<file path="src/rtl/filter_crossfade_switch.sv">
// Purpose : routes one filter-bank lane to the output, crossfading on filter changes
//           with a linear gain ramp (old lane down to 0, new lane up to full scale).
// Latency : one cycle from in_valid to out_valid; out_data holds between strobes.
// Backpressure: none, a sample is accepted on every in_valid strobe.
//
// Ports:
//   clk, reset        clock and synchronous active-high reset
//   selected_filter   requested lane index (level, indices >= NUM_FILTERS ignored)
//   filt_data         NUM_FILTERS signed W-bit lanes, lane k at [k*W +: W]
//   in_valid          new sample on all lanes
//   out_data          gained sample, out_valid its one-cycle strobe
//   active_filter     lane currently routed to the output
//   busy              high while a fade is in progress
//   switch_count      (SWITCH_COUNT_EN only) saturating count of completed lane changes
//
// Optional feature macro: SWITCH_COUNT_EN
module filter_crossfade_switch #(
  parameter int W           = 16,
  parameter int NUM_FILTERS = 5,
  parameter int RAMP_LOG2   = 6
) (
  input  logic                   clk,
  input  logic                   reset,
  input  logic [2:0]             selected_filter,
  input  logic [NUM_FILTERS*W-1:0] filt_data,
  input  logic                   in_valid,
  output logic [W-1:0]           out_data,
  output logic                   out_valid,
  output logic [2:0]             active_filter,
  output logic                   busy
`ifdef SWITCH_COUNT_EN
  ,
  output logic [7:0]             switch_count
`endif
);

  localparam int GW = RAMP_LOG2 + 1;
  localparam logic [GW-1:0] G_MAX = {1'b1, {RAMP_LOG2{1'b0}}};

  typedef enum logic [1:0] {
    PLAY     = 2'd0,
    FADE_OUT = 2'd1,
    FADE_IN  = 2'd2
  } state_t;

  state_t         state_q, state_d;
  logic [GW-1:0]  g_q, g_d;
  logic [2:0]     active_q, active_d;
  logic [W-1:0]   out_data_q, out_data_d;
  logic           out_valid_q, out_valid_d;
  logic           busy_q, busy_d;

  logic                     sel_ok;
  logic                     pending;
  logic signed [W-1:0]      lane;
  logic signed [W+GW:0]     prod;
  logic [GW-1:0]            g_inc;

`ifdef SWITCH_COUNT_EN
  logic [7:0] cnt_q, cnt_d;
`endif

  always_comb begin
    sel_ok  = ({29'd0, selected_filter} < NUM_FILTERS);
    pending = sel_ok && (selected_filter != active_q);

    lane = '0;
    for (int k = 0; k < NUM_FILTERS; k++) begin
      if (active_q == 3'(k)) lane = filt_data[k*W +: W];
    end

    // Gain is zero-extended so the product stays signed; the shift is arithmetic.
    prod  = lane * $signed({1'b0, g_q});
    g_inc = g_q + 1'b1;
  end

  always_comb begin
    state_d     = state_q;
    g_d         = g_q;
    active_d    = active_q;
    out_data_d  = out_data_q;
    out_valid_d = in_valid;
`ifdef SWITCH_COUNT_EN
    cnt_d       = cnt_q;
`endif

    // The sample always uses the gain and lane in effect before this edge.
    if (in_valid) out_data_d = W'(prod >>> RAMP_LOG2);

    case (state_q)
      PLAY: begin
        // Entry does not wait for a strobe; the ramp itself only moves on strobes.
        if (pending) state_d = FADE_OUT;
      end
      FADE_OUT: begin
        if (in_valid) begin
          if (g_q != '0) begin
            g_d = g_q - 1'b1;
          end else begin
            // Selection is sampled only here; a request withdrawn mid-fade
            // still completes the fade-in on the same lane.
            g_d     = GW'(1);
            state_d = FADE_IN;
            if (pending) begin
              active_d = selected_filter;
`ifdef SWITCH_COUNT_EN
              if (cnt_q != 8'hFF) cnt_d = cnt_q + 8'd1;
`endif
            end
          end
        end
      end
      FADE_IN: begin
        if (in_valid) begin
          g_d = g_inc;
          // A new request reverses the ramp from where it is, ahead of the PLAY exit.
          if (pending)             state_d = FADE_OUT;
          else if (g_inc == G_MAX) state_d = PLAY;
        end
      end
      default: state_d = PLAY;
    endcase

    busy_d = (state_d != PLAY);
  end

  always_ff @(posedge clk) begin
    if (reset) begin
      state_q     <= PLAY;
      g_q         <= G_MAX;
      active_q    <= '0;
      out_data_q  <= '0;
      out_valid_q <= 1'b0;
      busy_q      <= 1'b0;
`ifdef SWITCH_COUNT_EN
      cnt_q       <= '0;
`endif
    end else begin
      state_q     <= state_d;
      g_q         <= g_d;
      active_q    <= active_d;
      out_data_q  <= out_data_d;
      out_valid_q <= out_valid_d;
      busy_q      <= busy_d;
`ifdef SWITCH_COUNT_EN
      cnt_q       <= cnt_d;
`endif
    end
  end

  assign out_data      = out_data_q;
  assign out_valid     = out_valid_q;
  assign active_filter = active_q;
  assign busy          = busy_q;
`ifdef SWITCH_COUNT_EN
  assign switch_count  = cnt_q;
`endif

endmodule

</file>
<file path="config.mk">
export PLATFORM = sky130hd
export DESIGN_NAME = filter_crossfade_switch
export DESIGN_NICKNAME = d
export VERILOG_FILES = /design/src/rtl/filter_crossfade_switch.sv
export SDC_FILE = /design/constraint.sdc
export NUM_CORES = 1
export LEC_CHECK = 0
export CORE_ASPECT_RATIO = 0.5
export CORE_MARGIN = 2
export CORE_UTILIZATION = 60
export DETAILED_ROUTE_END_ITERATION = 6
export DONT_BUFFER_PORTS = 1
export PLACE_DENSITY = 0.79
export SYNTH_ARGS = -nofsm -noshare
export SYNTH_HDL_FRONTEND = slang
export SYNTH_SLANG_ARGS = --single-unit
</file>
<file path="constraint.sdc">
create_clock -name clk -period 6.16 [get_ports clk]
set_input_delay 0.924 -clock clk [delete_from_list [all_inputs] [get_ports clk]]
set_output_delay 0.924 -clock clk [all_outputs]
set_load 0.03 [all_outputs]
</file>
==> report_table.html, run 1 <==
<table>
<tr><th>Metric</th><th>Value</th></tr>
<tr><th colspan="2">Die</th></tr>
<tr><td>Starting utilization of the core area</td><td>around 62%</td></tr>
<tr><td># IOs</td><td>roughly 110</td></tr>
<tr><td>Full die area</td><td>0.01055 mm2</td></tr>
<tr><td>Die H</td><td>73.63 um</td></tr>
<tr><td>Core outline area</td><td>0.009447 mm2</td></tr>
<tr><td>DIE WIDTH</td><td>143.2 um</td></tr>
<tr><td>Rows</td><td>25</td></tr>
<tr><th colspan="2">Placement</th></tr>
<tr><td>Post-detailed-placement half-perimeter wirelength</td><td>10,860 um</td></tr>
<tr><td>Dpl cells</td><td>807</td></tr>
<tr><td>Cell area reported after detailed placement</td><td>0.005995 mm2</td></tr>
<tr><td>Placer Congestion</td><td>about 0.9</td></tr>
<tr><td>Total of buffers placed on input and output ports</td><td>0</td></tr>
<tr><th colspan="2">Critical path</th></tr>
<tr><td>Critical path buffer and inverter count</td><td>5</td></tr>
<tr><td>Cell class contributing the biggest share of worst-path delay</td><td>adder cells</td></tr>
<tr><td>Slowest stage cell, crit path</td><td>fa_1</td></tr>
<tr><td>Worst path cell trace</td><td>buf_4 -&gt; nor3b_2 -&gt; a22oi_1 -&gt; buf_4 -&gt; nand2b_1 -&gt; fa_1 -&gt; inv_1 -&gt; fa_1 -&gt; fa_1 -&gt; inv_1 -&gt; fa_1 -&gt; inv_1 -&gt; ha_1 -&gt; a21oi_1 -&gt; nand2_1 -&gt; o2bb2ai_1 -&gt; o211a_1 -&gt; or3_4 -&gt; nand3_1 -&gt; a21oi_1 -&gt; o311ai_2</td></tr>
<tr><td>Largest stage delay on the critical path</td><td>0.51 ns</td></tr>
<tr><td>Kind of launch point of the worst setup path</td><td>flip-flop</td></tr>
<tr><td>Maximum fanout encountered on the critical timing path</td><td>16</td></tr>
<tr><td>Worst path most repeated cell</td><td>fa_1</td></tr>
<tr><td>Element type at the critical path end</td><td>flip-flop</td></tr>
<tr><td>Data required time at the worst endpoint</td><td>6.35 ns</td></tr>
<tr><td>Classification of the worst setup path</td><td>reg2reg</td></tr>
<tr><td>Data arrival time of the critical path</td><td>6.00 ns</td></tr>
<tr><th colspan="2">GRT</th></tr>
<tr><td>Initial antenna violation count</td><td>0</td></tr>
<tr><td>Number of global-route vias before repair</td><td>around 4,900</td></tr>
<tr><td>Global-route congestion overflow total</td><td>0</td></tr>
<tr><td>Largest net degree at the start of global routing</td><td>30</td></tr>
<tr><td>First-pass GRT wire length</td><td>approximately 23,000 um</td></tr>
<tr><td>Total track usage</td><td>27.83%</td></tr>
<tr><th colspan="2">Synth</th></tr>
<tr><td>Fraction of registers with async set or reset after synthesis</td><td>0%</td></tr>
<tr><td>FF+latch count, synth</td><td>30</td></tr>
<tr><td>Number of warning messages in the yosys log</td><td>0</td></tr>
<tr><td>Dominant register cell in the synthesized netlist</td><td>dfxtp_1</td></tr>
<tr><td>Seq/Total Area, Yosys</td><td>around 10%</td></tr>
<tr><td>Post-synth top area cell</td><td>fa_1</td></tr>
<tr><td>Syn Nets</td><td>892</td></tr>
<tr><td>Number of distinct library cells after synthesis</td><td>71</td></tr>
<tr><td>Leading post-synthesis cells by cell area</td><td>fa_1, dfxtp_1, ha_1, inv_1, nor2_1</td></tr>
<tr><td>Fraction of post-synthesis cell area in the top cell type by area</td><td>27.53%</td></tr>
<tr><td>Number of flops mapped to enable cells by yosys</td><td>0</td></tr>
<tr><td>Mean cell area of the mapped netlist</td><td>8.517 um2</td></tr>
<tr><td>Cell Area, Synth</td><td>0.005817 mm2</td></tr>
<tr><td>Count of mapped cells out of synthesis</td><td>683</td></tr>
<tr><th colspan="2">Clocking</th></tr>
<tr><td>PostCTS Resize Cnt</td><td>0</td></tr>
<tr><td>Number of buffers added by the clock tree synthesis step</td><td>5</td></tr>
<tr><td>Worst-case clock buffer depth</td><td>2</td></tr>
<tr><td>Worst-skew pair later-pin latency</td><td>around 0.28 ns</td></tr>
<tr><td>Clock transition at the register clock pins on the worst setup and hold paths after CTS</td><td>~0.06 ns</td></tr>
<tr><td>H-Tree Depth</td><td>2</td></tr>
<tr><td>Post CTS Setup Buffer Count</td><td>0</td></tr>
<tr><td>Master cell of the clock root buffer</td><td>clkbuf_16</td></tr>
<tr><td>Post-CTS Hold Fix Bufs</td><td>0</td></tr>
<tr><td>Number of clock sinks</td><td>30</td></tr>
<tr><td>TritonCTS clock tree</td><td>built</td></tr>
<tr><th colspan="2">Final layout</th></tr>
<tr><td>Area Overhead vs Synth</td><td>5.915%</td></tr>
<tr><td>Final core utilization</td><td>65.22%</td></tr>
<tr><td>Design area</td><td>0.006161 mm2</td></tr>
<tr><td>Final-stage net count</td><td>888</td></tr>
<tr><td>Count of placed standard cells in the final layout, fillers left out</td><td>815</td></tr>
<tr><td>Total area of multi-input combinational cells</td><td>0.004643 mm2</td></tr>
<tr><td>Share of post-route cells with drive strength above 1</td><td>~8.4%</td></tr>
<tr><td>Reg area</td><td>601.8 um2</td></tr>
<tr><td>Number of antenna cells inserted</td><td>0</td></tr>
<tr><td>FILL cells</td><td>803</td></tr>
<tr><th colspan="2">Detailed routing</th></tr>
<tr><td>Via count normalized by instance count</td><td>approximately 5.9</td></tr>
<tr><td>Total length of routed wires</td><td>13,570 um</td></tr>
<tr><td>Post-route DRC violation count</td><td>0</td></tr>
<tr><td>Initial detailed-routing violation count</td><td>364</td></tr>
<tr><td>First-pass DRT Iterations</td><td>5</td></tr>
<tr><td>Average wire length per cell after detail routing</td><td>16.66 um</td></tr>
<tr><td>Count of nets left with antenna violations after detail routing</td><td>0</td></tr>
<tr><td>Via count</td><td>4,798</td></tr>
<tr><th colspan="2">Power</th></tr>
<tr><td>Power density over the cells</td><td>~220 mW/mm2</td></tr>
<tr><td>IR Drop Worst-Case VDD</td><td>0.1626 mV</td></tr>
<tr><td>Leakage component of the power</td><td>0.002893 uW</td></tr>
<tr><td>Post-route total power</td><td>1360 uW</td></tr>
<tr><th colspan="2">Timing</th></tr>
<tr><td>Worst Skew</td><td>0.004899 ns</td></tr>
<tr><td>Final hold violations</td><td>0</td></tr>
<tr><td>Final TNS setup</td><td>0 ns</td></tr>
<tr><td>RSZ-0062 raised after global routing</td><td>no</td></tr>
<tr><td>Fmax</td><td>172.1 MHz</td></tr>
<tr><td>Worst-case headroom to the max-slew limit</td><td>about two fifths</td></tr>
<tr><td>Final critical path time including I/O delays and setup</td><td>5.812 ns</td></tr>
<tr><td>Part of the cycle the worst path needs</td><td>94.34%</td></tr>
<tr><td>Max-slew violation count</td><td>0</td></tr>
<tr><td>Number of failing setup endpoints in the final timing report</td><td>0</td></tr>
<tr><td>Transition time at the pin with the least slew margin</td><td>0.8955 ns</td></tr>
<tr><th colspan="2">Run</th></tr>
<tr><td>Max capacitance violation total</td><td>0</td></tr>
<tr><th colspan="2">Worst hold path</th></tr>
<tr><td>Type of the most critical hold path</td><td>reg2reg</td></tr>
<tr><th colspan="2">Outcome</th></tr>
<tr><td>Status</td><td>completed</td></tr>
</table>
-- synth_stat cells, types with 3 or more instances --
library cell  instances
clkbuf_1             23
inv_1               114
o21a_1                5
xnor2_1              13
nand3b_1              3
a21oi_1              30
nor2b_1              35
clkinv_1              3
ha_1                 43
a21o_1                4
mux4_2               10
a31oi_1               4
nor3_1               12
mux2_2                5
nand3_1              14
nand2_1              43
mux2i_1              16
o31ai_1               3
o21bai_1              3
and2b_1               6
fa_1                 80
nor2_1               75
o21ai_0              15
nand2b_1             15
and3_1                7
a22oi_1               8
or3_1                 4
and2_1               10
dfxtp_1              30
-- routing by layer --
metal / global-route usage [%] / vias up / part of all wire [%]
met3: 4.172 / 24 / 6.3
li1: - / 2221 / -
met5: 0 / - / 0
met4: 6.427 / 0 / 1.7
met2: 49.71 / 177 / 50
met1: 36.48 / 2376 / 42
-- state kept, by name (all words and copies together), names as in the netlist --
register	flops
g_q	7
out_data	16
active_filter	3
out_valid	1
busy	1
state_q	2
-- where the power goes --
part / total [uW] / switching [uW] / internal, uW / leakage, uW
clock network: 285 / 95.7 / 189 / 0.0000836
registers: 339 / 107 / 232 / 0.000247
logic: 736 / 413 / 323 / 0.00256
total: 1360 / 616 / 745 / 0.00289
-- tightest hold or removal path, delay by kind of cell (launching register included) --
kind               cells  cell delay, ns
DFF                    1            0.41
and+or+nand+nor        1            0.11
AOI/OAI and AO/OA      1            0.06
-- through the flow --
step                hold WS [ns]  worst slack (ns)
detailed placement        0.6107            0.1904
CTS                       0.6230            0.2395
finish                    0.6206            0.3484
floorplan                 0.5906            0.1005
global placement          0.5996            0.3141
global route              0.6351           0.04836
-- path summary, 6_finish.rpt --
path / depth (start not counted) / start / slack [ns] / endpoint
hold reg to reg: 2 / out_data[6]$_SDFFE_PP0P_ / 0.62 / out_data[6]$_SDFFE_PP0P_
setup reg to reg: 21 / active_filter[1]$_SDFFE_PP0P_ / 0.35 / out_data[12]$_SDFFE_PP0P_
hold / removal: 2 / out_data[6]$_SDFFE_PP0P_ / 0.62 / out_data[6]$_SDFFE_PP0P_
setup / recovery: 21 / active_filter[1]$_SDFFE_PP0P_ / 0.35 / out_data[12]$_SDFFE_PP0P_
-- cells by family after synthesis --
group                    synth area share [%]
flip-flops                              10.32
buffers and inverters                   9.852
multiplexers                            7.593
AO/OA/AOI/OAI                           11.21
XOR/XNOR                                2.538
adder cells (fa/ha/maj)                 36.78
AND/OR/NAND/NOR                         21.70
-- layout make-up --
type | instances | area share (%)
Inverter | 117 | 7.128
Tap cell | 135 | 2.742
Multi-Input combinational cell | 506 | 75.37
Sequential cell | 30 | 9.768
Timing Repair Buffer | 19 | 2.315
Clock inverter | 3 | 0.6499
Clock buffer | 5 | 2.031
-- layout by cell type (no fill, tap or decap), types with 10 or more instances in the layout --
cell type	instances
a21oi_1	30
ha_1	43
o21ai_0	15
mux2i_1	16
nor2_1	75
mux4_2	10
nand2_1	43
xnor2_1	13
buf_4	19
fa_1	80
nand3_1	14
nor3_1	12
dfxtp_1	29
inv_1	114
and2_1	10
nor2b_1	35
nand2b_1	15
Power figures use the tool's default switching activity.
==> run 2, diff against run 1 <==
- ABC_AREA: unset -> 1
==> run 2 against run 1 <==
  * Via count up 13%
  * Clock skew up 0.0011 ns
  * Critical path depth up 3
  * Non-clock buffer count down 10
  * Largest cell class unchanged
  * Highest routed layer unchanged
==> report_table.html, run 2 <==
<table>
<tr><th>Metric</th><th>Value</th></tr>
<tr><th colspan="2">Timing</th></tr>
<tr><td>Worst-case headroom to the max-slew limit</td><td>45.72%</td></tr>
<tr><td>Worst Setup Slack, final</td><td>0.5750 ns</td></tr>
<tr><td>Final TNS setup</td><td>0 ns</td></tr>
<tr><td>Fmax</td><td>179.1 MHz</td></tr>
<tr><td>Worst Skew</td><td>0.006014 ns</td></tr>
<tr><td>Final hold violations</td><td>0</td></tr>
<tr><td>Final critical path time including I/O delays and setup</td><td>about 5.6 ns</td></tr>
<tr><td>Number of failing setup endpoints in the final timing report</td><td>0</td></tr>
<tr><td>Transition time at the pin with the least slew margin</td><td>approximately 0.81 ns</td></tr>
<tr><td>Max-slew violation count</td><td>0</td></tr>
<tr><td>Part of the cycle the worst path needs</td><td>between 90% and 100%</td></tr>
<tr><td>RSZ-0062 raised after global routing</td><td>no</td></tr>
<tr><th colspan="2">Synth</th></tr>
<tr><td>Mean cell area of the mapped netlist</td><td>7.062 um2</td></tr>
<tr><td>Most numerous cell types in the synthesized netlist</td><td>inv_1, nor2_1, nand2_1</td></tr>
<tr><td>Leading cell type by number of instances after synthesis</td><td>inv_1</td></tr>
<tr><td>Cell Area, Synth</td><td>0.005854 mm2</td></tr>
<tr><td>Syn Nets</td><td>~1,000</td></tr>
<tr><td>Number of warning messages in the yosys log</td><td>0</td></tr>
<tr><td>Count of mapped cells out of synthesis</td><td>829</td></tr>
<tr><td>Fraction of post-synthesis cell area in the top cell type by area</td><td>27.36%</td></tr>
<tr><td>Leading post-synthesis cells by cell area</td><td>fa_1, dfxtp_1, inv_1, ha_1, nor2_1</td></tr>
<tr><td>Post-synth top area cell</td><td>fa_1</td></tr>
<tr><td>Dominant register cell in the synthesized netlist</td><td>dfxtp_1</td></tr>
<tr><td>Number of distinct library cells after synthesis</td><td>41</td></tr>
<tr><td>Seq/Total Area, Yosys</td><td>10.26%</td></tr>
<tr><td>Number of flops mapped to enable cells by yosys</td><td>0</td></tr>
<tr><td>Fraction of registers with async set or reset after synthesis</td><td>0%</td></tr>
<tr><td>FF+latch count, synth</td><td>30</td></tr>
<tr><th colspan="2">Critical path</th></tr>
<tr><td>Data arrival time of the critical path</td><td>about 5.8 ns</td></tr>
<tr><td>Kind of launch point of the worst setup path</td><td>flip-flop</td></tr>
<tr><td>Largest stage delay on the critical path</td><td>0.64 ns</td></tr>
<tr><td>Critical path buffer and inverter count</td><td>6</td></tr>
<tr><td>Maximum fanout encountered on the critical timing path</td><td>24</td></tr>
<tr><td>Worst path most repeated cell</td><td>nand2_1</td></tr>
<tr><td>Data required time at the worst endpoint</td><td>6.33 ns</td></tr>
<tr><td>Element type at the critical path end</td><td>flip-flop</td></tr>
<tr><td>Worst path cell trace</td><td>buf_4 -&gt; nor2_4 -&gt; nand2_1 -&gt; buf_12 -&gt; o21ai_0 -&gt; inv_1 -&gt; nand2_1 -&gt; fa_1 -&gt; inv_1 -&gt; fa_1 -&gt; fa_1 -&gt; inv_1 -&gt; fa_1 -&gt; inv_1 -&gt; ha_1 -&gt; nand2_1 -&gt; nor4_1 -&gt; nand2_1 -&gt; nand2_2 -&gt; nand2_1 -&gt; nand3_1 -&gt; nand2_1 -&gt; nor2_1 -&gt; nor2_1</td></tr>
<tr><td>Slowest stage cell, crit path</td><td>o21ai_0</td></tr>
<tr><td>Cell class contributing the biggest share of worst-path delay</td><td>adder cells</td></tr>
<tr><td>Classification of the worst setup path</td><td>reg2reg</td></tr>
<tr><th colspan="2">Clocking</th></tr>
<tr><td>Number of buffers added by the clock tree synthesis step</td><td>5</td></tr>
<tr><td>Worst-case clock buffer depth</td><td>2</td></tr>
<tr><td>TritonCTS clock tree</td><td>built</td></tr>
<tr><td>Number of clock sinks</td><td>30</td></tr>
<tr><td>Master cell of the clock root buffer</td><td>clkbuf_16</td></tr>
<tr><td>Worst-skew pair later-pin latency</td><td>around 0.28 ns</td></tr>
<tr><td>H-Tree Depth</td><td>2</td></tr>
<tr><td>Post-CTS Hold Fix Bufs</td><td>0</td></tr>
<tr><td>Clock transition at the register clock pins on the worst setup and hold paths after CTS</td><td>approximately 0.060 ns</td></tr>
<tr><th colspan="2">Final layout</th></tr>
<tr><td>Area Overhead vs Synth</td><td>5.236%</td></tr>
<tr><td>Flip-flop count of the largest register after layout</td><td>16</td></tr>
<tr><td>Design area</td><td>0.006161 mm2</td></tr>
<tr><td>Number of antenna cells inserted</td><td>0</td></tr>
<tr><td>Top library cells by usage in the layout, fill and taps aside</td><td>inv_1, nor2_1, nand2_1</td></tr>
<tr><td>Final-stage net count</td><td>around 1,000</td></tr>
<tr><td>Most common library cell in the layout ignoring fill and taps</td><td>inv_1</td></tr>
<tr><td>Final core utilization</td><td>roughly two thirds</td></tr>
<tr><td>Share of post-route cells with drive strength above 1</td><td>5.270%</td></tr>
<tr><th colspan="2">Power</th></tr>
<tr><td>Fraction of power consumed by sequential logic</td><td>19.5%</td></tr>
<tr><td>Net switching power</td><td>~800 uW</td></tr>
<tr><td>IR Drop Worst-Case VDD</td><td>0.1889 mV</td></tr>
<tr><td>Net switching share of the total power</td><td>50.75%</td></tr>
<tr><td>Clock network fraction of total power</td><td>about 18%</td></tr>
<tr><td>Combinational group share of total power</td><td>62.1%</td></tr>
<tr><td>Power density over the cells</td><td>258.6 mW/mm2</td></tr>
<tr><td>Internal power</td><td>slightly below 800 uW</td></tr>
<tr><td>Post-route total power</td><td>between 1500 and 2000 uW</td></tr>
<tr><td>Leakage component of the power</td><td>0.003022 uW</td></tr>
<tr><th colspan="2">Placement</th></tr>
<tr><td>Cell area reported after detailed placement</td><td>0.005986 mm2</td></tr>
<tr><td>Placer Congestion</td><td>0.9278</td></tr>
<tr><td>Worst slack at placement</td><td>0.4369 ns</td></tr>
<tr><td>Post-detailed-placement half-perimeter wirelength</td><td>12,990 um</td></tr>
<tr><td>Total of buffers placed on input and output ports</td><td>0</td></tr>
<tr><th colspan="2">Detailed routing</th></tr>
<tr><td>Post-route DRC violation count</td><td>0</td></tr>
<tr><td>Via count normalized by instance count</td><td>5.697</td></tr>
<tr><td>First-pass DRT Iterations</td><td>5</td></tr>
<tr><td>Via count</td><td>roughly 5,400</td></tr>
<tr><td>Total length of routed wires</td><td>15,850 um</td></tr>
<tr><td>Initial detailed-routing violation count</td><td>332</td></tr>
<tr><td>Average wire length per cell after detail routing</td><td>~17 um</td></tr>
<tr><td>Count of nets left with antenna violations after detail routing</td><td>0</td></tr>
<tr><th colspan="2">Die</th></tr>
<tr><td>Core outline area</td><td>0.009478 mm2</td></tr>
<tr><td>Full die area</td><td>0.01061 mm2</td></tr>
<tr><td># IOs</td><td>107</td></tr>
<tr><td>Die H</td><td>between 70 and 80 um</td></tr>
<tr><td>DIE WIDTH</td><td>approximately 140 um</td></tr>
<tr><td>Rows</td><td>25</td></tr>
<tr><td>Starting utilization of the core area</td><td>61.77%</td></tr>
<tr><th colspan="2">GRT</th></tr>
<tr><td>Global-route congestion overflow total</td><td>0</td></tr>
<tr><td>First-pass GRT wire length</td><td>25,170 um</td></tr>
<tr><td>Number of global-route vias before repair</td><td>5,166</td></tr>
<tr><td>Total track usage</td><td>31.03%</td></tr>
<tr><td>Largest net degree at the start of global routing</td><td>34</td></tr>
<tr><td>Initial antenna violation count</td><td>0</td></tr>
<tr><th colspan="2">Worst hold path</th></tr>
<tr><td>Type of the most critical hold path</td><td>reg2reg</td></tr>
<tr><th colspan="2">Run</th></tr>
<tr><td>Max capacitance violation total</td><td>0</td></tr>
<tr><th colspan="2">Outcome</th></tr>
<tr><td>Status</td><td>completed</td></tr>
</table>
run 2: cell types whose count changed after synthesis, sizes merged, moves of 15 or more:
| cell | previous run | this run |
|---|---|---|
| mux2i | 16 | 0 |
| nor2 | 76 | 129 |
| nand2b | 15 | 0 |
| o21ai | 15 | 72 |
| nor2b | 35 | 0 |
| nand2 | 43 | 106 |
| nand3 | 15 | 64 |
| inv | 114 | 159 |
| nand4 | 1 | 19 |
run 2: cells by family after synthesis:
family	after synthesis	share of synthesized area (%)
simple gates	333	25.50
buf+inv	192	12.48
compound gates	126	11.48
fa+ha+maj	123	36.55
flops	30	10.26
xor+xnor	25	3.740
run 2: layout make-up:
class,count,area [um2]
multi-input combinational,607,4528
fill,854,3317
inverter,163,613.1
sequential,30,601.8
tap,135,168.9
clock buffer,6,138.9
timing repair buffer,9,80.08
clock inverter,1,30.03
run 2: per-stage QoR:
step | hold WS (ns) | instances
2_1_floorplan | 0.4917 | 829
3_3_place_gp | 0.5107 | 944
3_5_place_dp | 0.5225 | 944
4_1_cts | 0.5357 | 951
5_1_grt | 0.5448 | 951
6_report | 0.5489 | 951
run 2: routing by layer:
layer | share of wire [%] | global-route usage [%] | vias up
met5 | 0 | 0 | -
met4 | 0.92 | 5.120 | 0
met3 | 12 | 10.43 | 20
met2 | 42 | 47.72 | 272
met1 | 45 | 43.56 | 2556
li1 | - | - | 2570
run 2: timing repair:
action | in CTS | in global routing
gates resized for setup | 0 | 2
setup buffers | 0 | 0
endpoints found under the setup margin | 0 | 5
run 2: worst paths after layout:
kind	cells after the start	startpoint	slack [ns]	end
worst max register to register	24	active_filter[1]$_SDFFE_PP0P_	0.58	out_data[13]$_SDFFE_PP0P_
worst min register to register	1	g_q[0]$_SDFFE_PP0P_	0.55	g_q[0]$_SDFFE_PP0P_
worst min-delay path	1	g_q[0]$_SDFFE_PP0P_	0.55	g_q[0]$_SDFFE_PP0P_
worst max-delay path	24	active_filter[1]$_SDFFE_PP0P_	0.58	out_data[13]$_SDFFE_PP0P_
run 2: power groups by stage:
stage	logic [uW]	clock network, uW	registers, uW
final	989	294	311
after global routing	1110	301	315
after CTS	969	293	310
after detailed placement	952	0	313
after global placement	941	0	314
after floorplan	715	0	302
==> run 3, diff against run 2 <==
- CORE_UTILIZATION: 60 -> 67
- PLACE_DENSITY: 0.79 -> 0.83
- clock period: 6.16 -> 5.6 ns (I/O delays scaled with it)
==> run 3 against run 2 <==
  * Non-clock buffer count increased by 13
  * Count of clock-buffer cells in the layout unchanged
  * Core utilization up 8.1 points
  * Register-to-register slack got worse by 0.31 ns
  * First-iteration DRC count grew 21%
  * Via count increased by 2.4%
  * Design area increased by 1.8%
  * Final cell count decreased by 0.42%
  * Total power up 9.3%
  * Clock power fell by 3%
  * Sequential share of layout area is 0.20 points lower
  * Sequential power grew 9.0%
  * Critical path type unchanged
  * Critical endpoint unchanged
==> report_table.html, run 3 (synthesized netlist as in run 2, its figures left out) <==
<table>
<tr><th>Metric</th><th>Value</th></tr>
<tr><th colspan="2">Outcome</th></tr>
<tr><td>Status</td><td>completed</td></tr>
<tr><th colspan="2">Detailed routing</th></tr>
<tr><td>Via count</td><td>~5,500</td></tr>
<tr><td>Initial detailed-routing violation count</td><td>403</td></tr>
<tr><td>Average wire length per cell after detail routing</td><td>between 15 and 20 um</td></tr>
<tr><td>Count of nets left with antenna violations after detail routing</td><td>0</td></tr>
<tr><td>First-pass DRT Iterations</td><td>6</td></tr>
<tr><td>Total length of routed wires</td><td>15,870 um</td></tr>
<tr><td>Post-route DRC violation count</td><td>0</td></tr>
<tr><td>Via count normalized by instance count</td><td>5.860</td></tr>
<tr><th colspan="2">Clocking</th></tr>
<tr><td>Number of clock sinks</td><td>30</td></tr>
<tr><td>Master cell of the clock root buffer</td><td>clkbuf_16</td></tr>
<tr><td>Clock transition at the register clock pins on the worst setup and hold paths after CTS</td><td>0.06 ns</td></tr>
<tr><td>Worst-skew pair later-pin latency</td><td>0.29 ns</td></tr>
<tr><td>Post CTS Setup Buffer Count</td><td>0</td></tr>
<tr><td>PostCTS Resize Cnt</td><td>0</td></tr>
<tr><td>Number of buffers added by the clock tree synthesis step</td><td>5</td></tr>
<tr><td>TritonCTS clock tree</td><td>built</td></tr>
<tr><td>H-Tree Depth</td><td>2</td></tr>
<tr><td>Post-CTS Hold Fix Bufs</td><td>0</td></tr>
<tr><td>Worst-case clock buffer depth</td><td>2</td></tr>
<tr><th colspan="2">Timing</th></tr>
<tr><td>Worst Setup Slack, final</td><td>0.2653 ns</td></tr>
<tr><td>Final hold violations</td><td>0</td></tr>
<tr><td>Fmax</td><td>187.5 MHz</td></tr>
<tr><td>Number of failing setup endpoints in the final timing report</td><td>0</td></tr>
<tr><td>Final TNS setup</td><td>0 ns</td></tr>
<tr><td>Worst-case headroom to the max-slew limit</td><td>55.02%</td></tr>
<tr><td>Transition time at the pin with the least slew margin</td><td>0.6740 ns</td></tr>
<tr><td>Final critical path time including I/O delays and setup</td><td>5.335 ns</td></tr>
<tr><td>Max-slew violation count</td><td>0</td></tr>
<tr><td>Part of the cycle the worst path needs</td><td>95.26%</td></tr>
<tr><td>RSZ-0062 raised after global routing</td><td>no</td></tr>
<tr><td>Worst Skew</td><td>0.005943 ns</td></tr>
<tr><th colspan="2">Critical path</th></tr>
<tr><td>Maximum fanout encountered on the critical timing path</td><td>16</td></tr>
<tr><td>Setup slack, reg-to-reg</td><td>0.27 ns</td></tr>
<tr><td>Destination of the worst register-to-register timing path</td><td>out_data[13]$_SDFFE_PP0P_</td></tr>
<tr><td>Endpoint of the worst setup timing path</td><td>out_data[13]$_SDFFE_PP0P_</td></tr>
<tr><td>Data required time at the worst endpoint</td><td>about 5.8 ns</td></tr>
<tr><td>Element type at the critical path end</td><td>flip-flop</td></tr>
<tr><td>Classification of the worst setup path</td><td>reg2reg</td></tr>
<tr><td>Reg2reg path depth</td><td>26</td></tr>
<tr><td>Start point of the critical path</td><td>active_filter[1]$_SDFFE_PP0P_</td></tr>
<tr><td>Data arrival time of the critical path</td><td>5.51 ns</td></tr>
<tr><td>Largest stage delay on the critical path</td><td>0.54 ns</td></tr>
<tr><td>Launching point of the worst reg2reg path</td><td>active_filter[1]$_SDFFE_PP0P_</td></tr>
<tr><td>Slowest stage cell, crit path</td><td>fa_1</td></tr>
<tr><td>Kind of launch point of the worst setup path</td><td>flip-flop</td></tr>
<tr><th colspan="2">Die</th></tr>
<tr><td>Die H</td><td>70.10 um</td></tr>
<tr><td># IOs</td><td>107</td></tr>
<tr><td>Starting utilization of the core area</td><td>68.17%</td></tr>
<tr><td>Core outline area</td><td>around 0.0086 mm2</td></tr>
<tr><td>Rows</td><td>24</td></tr>
<tr><td>Full die area</td><td>0.009547 mm2</td></tr>
<tr><td>DIE WIDTH</td><td>roughly 140 um</td></tr>
<tr><th colspan="2">Placement</th></tr>
<tr><td>Total of buffers placed on input and output ports</td><td>0</td></tr>
<tr><td>Worst slack at placement</td><td>0.1955 ns</td></tr>
<tr><td>Placer Congestion</td><td>0.9454</td></tr>
<tr><td>Post-detailed-placement half-perimeter wirelength</td><td>12,900 um</td></tr>
<tr><th colspan="2">Final layout</th></tr>
<tr><td>Final-stage net count</td><td>between 1,000 and 1,500</td></tr>
<tr><td>Flip-flop count of the largest register after layout</td><td>16</td></tr>
<tr><td>Top library cells by usage in the layout, fill and taps aside</td><td>inv_1, nor2_1, nand2_1</td></tr>
<tr><td>Area Overhead vs Synth</td><td>7.181%</td></tr>
<tr><td>Share of post-route cells with drive strength above 1</td><td>8.554%</td></tr>
<tr><td>FILL cells</td><td>656</td></tr>
<tr><td>Most common library cell in the layout ignoring fill and taps</td><td>inv_1</td></tr>
<tr><td>Number of antenna cells inserted</td><td>0</td></tr>
<tr><th colspan="2">Run</th></tr>
<tr><td>Max capacitance violation total</td><td>0</td></tr>
<tr><th colspan="2">Power</th></tr>
<tr><td>Net switching share of the total power</td><td>51.91%</td></tr>
<tr><td>Net switching power</td><td>roughly 900 uW</td></tr>
<tr><td>Clock network fraction of total power</td><td>~16%</td></tr>
<tr><td>IR Drop Worst-Case VDD</td><td>0.2628 mV</td></tr>
<tr><td>Fraction of power consumed by sequential logic</td><td>19.5%</td></tr>
<tr><td>Combinational group share of total power</td><td>around 64%</td></tr>
<tr><td>Internal power</td><td>about 840 uW</td></tr>
<tr><td>Leakage component of the power</td><td>0.003076 uW</td></tr>
<tr><td>Power density over the cells</td><td>roughly 280 mW/mm2</td></tr>
<tr><th colspan="2">GRT</th></tr>
<tr><td>First-pass GRT wire length</td><td>approximately 26,000 um</td></tr>
<tr><td>Global-route congestion overflow total</td><td>0</td></tr>
<tr><td>Total track usage</td><td>35.26%</td></tr>
<tr><td>Number of global-route vias before repair</td><td>roughly 5,400</td></tr>
<tr><td>Largest net degree at the start of global routing</td><td>34</td></tr>
<tr><td>Initial antenna violation count</td><td>0</td></tr>
<tr><th colspan="2">Worst hold path</th></tr>
<tr><td>Type of the most critical hold path</td><td>reg2reg</td></tr>
</table>
-- run 3: cell count changes in the layout (fill, tap and decap cells not counted), moves of 3 or more --
cell / delta
nand2_2: +3
nand2_1: -3
buf_4: +12
o21ai_0: -4
-- run 3: layer usage --
layer  track usage (%)  vias up  share of wire [%]
met3             10.38       43                 13
met1             48.96     2577                 42
met2             55.56      326                 43
met4             6.597        0                2.0
li1                  -     2603                  -
met5                 0        -                  0
-- run 3: power groups by stage --
stage / clock network [uW] / registers, uW / logic [uW]
3_3_place_gp: 0 / 342 / 1030
5_1_grt: 294 / 344 / 1260
2_1_floorplan: 0 / 332 / 786
3_5_place_dp: 0 / 343 / 1040
4_1_cts: 283 / 339 / 1070
6_report: 284 / 339 / 1120
-- run 3: worst min-delay path by stage --
stage                                              from                             to  cells after the start
final                     active_filter[2]$_SDFFE_PP0P_  active_filter[2]$_SDFFE_PP0P_                      2
after global routing                g_q[0]$_SDFFE_PP0P_            g_q[0]$_SDFFE_PP0P_                      1
after CTS                           g_q[0]$_SDFFE_PP0P_            g_q[0]$_SDFFE_PP0P_                      1
after detailed placement            g_q[0]$_SDFFE_PP0P_            g_q[0]$_SDFFE_PP0P_                      1
after global placement              g_q[0]$_SDFFE_PP0P_            g_q[0]$_SDFFE_PP0P_                      1
after floorplan                     g_q[0]$_SDFFE_PP0P_            g_q[0]$_SDFFE_PP0P_                      1
-- run 3: through the flow --
step | std cells | hold slack [ns] | cell area (um2) | power, uW | utilization [%]
after floorplan | 829 | 0.4917 | 5854 | 1118 | -
after global placement | 939 | 0.5081 | 6048 | 1375 | 70.43
after detailed placement | 939 | 0.5275 | 6048 | 1383 | 70.43
after CTS | 947 | 0.5430 | 6200 | 1689 | 72.19
after global routing | 947 | 0.5564 | 6275 | 1901 | 73.06
final | 947 | 0.5435 | 6275 | 1742 | 73.06
-- run 3: final cells by class --
type                            count  area, um2  area share [%]
Tap cell                          117      146.4           2.333
Multi-Input combinational cell    607       4591           73.16
Clock inverter                      2      12.51          0.1994
Timing Repair Buffer               22      172.7           2.752
Sequential cell                    30      600.6           9.571
Inverter                          163      613.1           9.771
Clock buffer                        6      138.9           2.213
-- run 3: worst max-delay path, delay by kind of cell (launching register included) --
kind                       cells  cell delay (ns)
and+or+nand+nor               14             1.65
adders and majority gates      5             2.44
buffers and inverters          5             0.54
AOI/OAI and AO/OA              2             0.25
DFF                            1             0.33
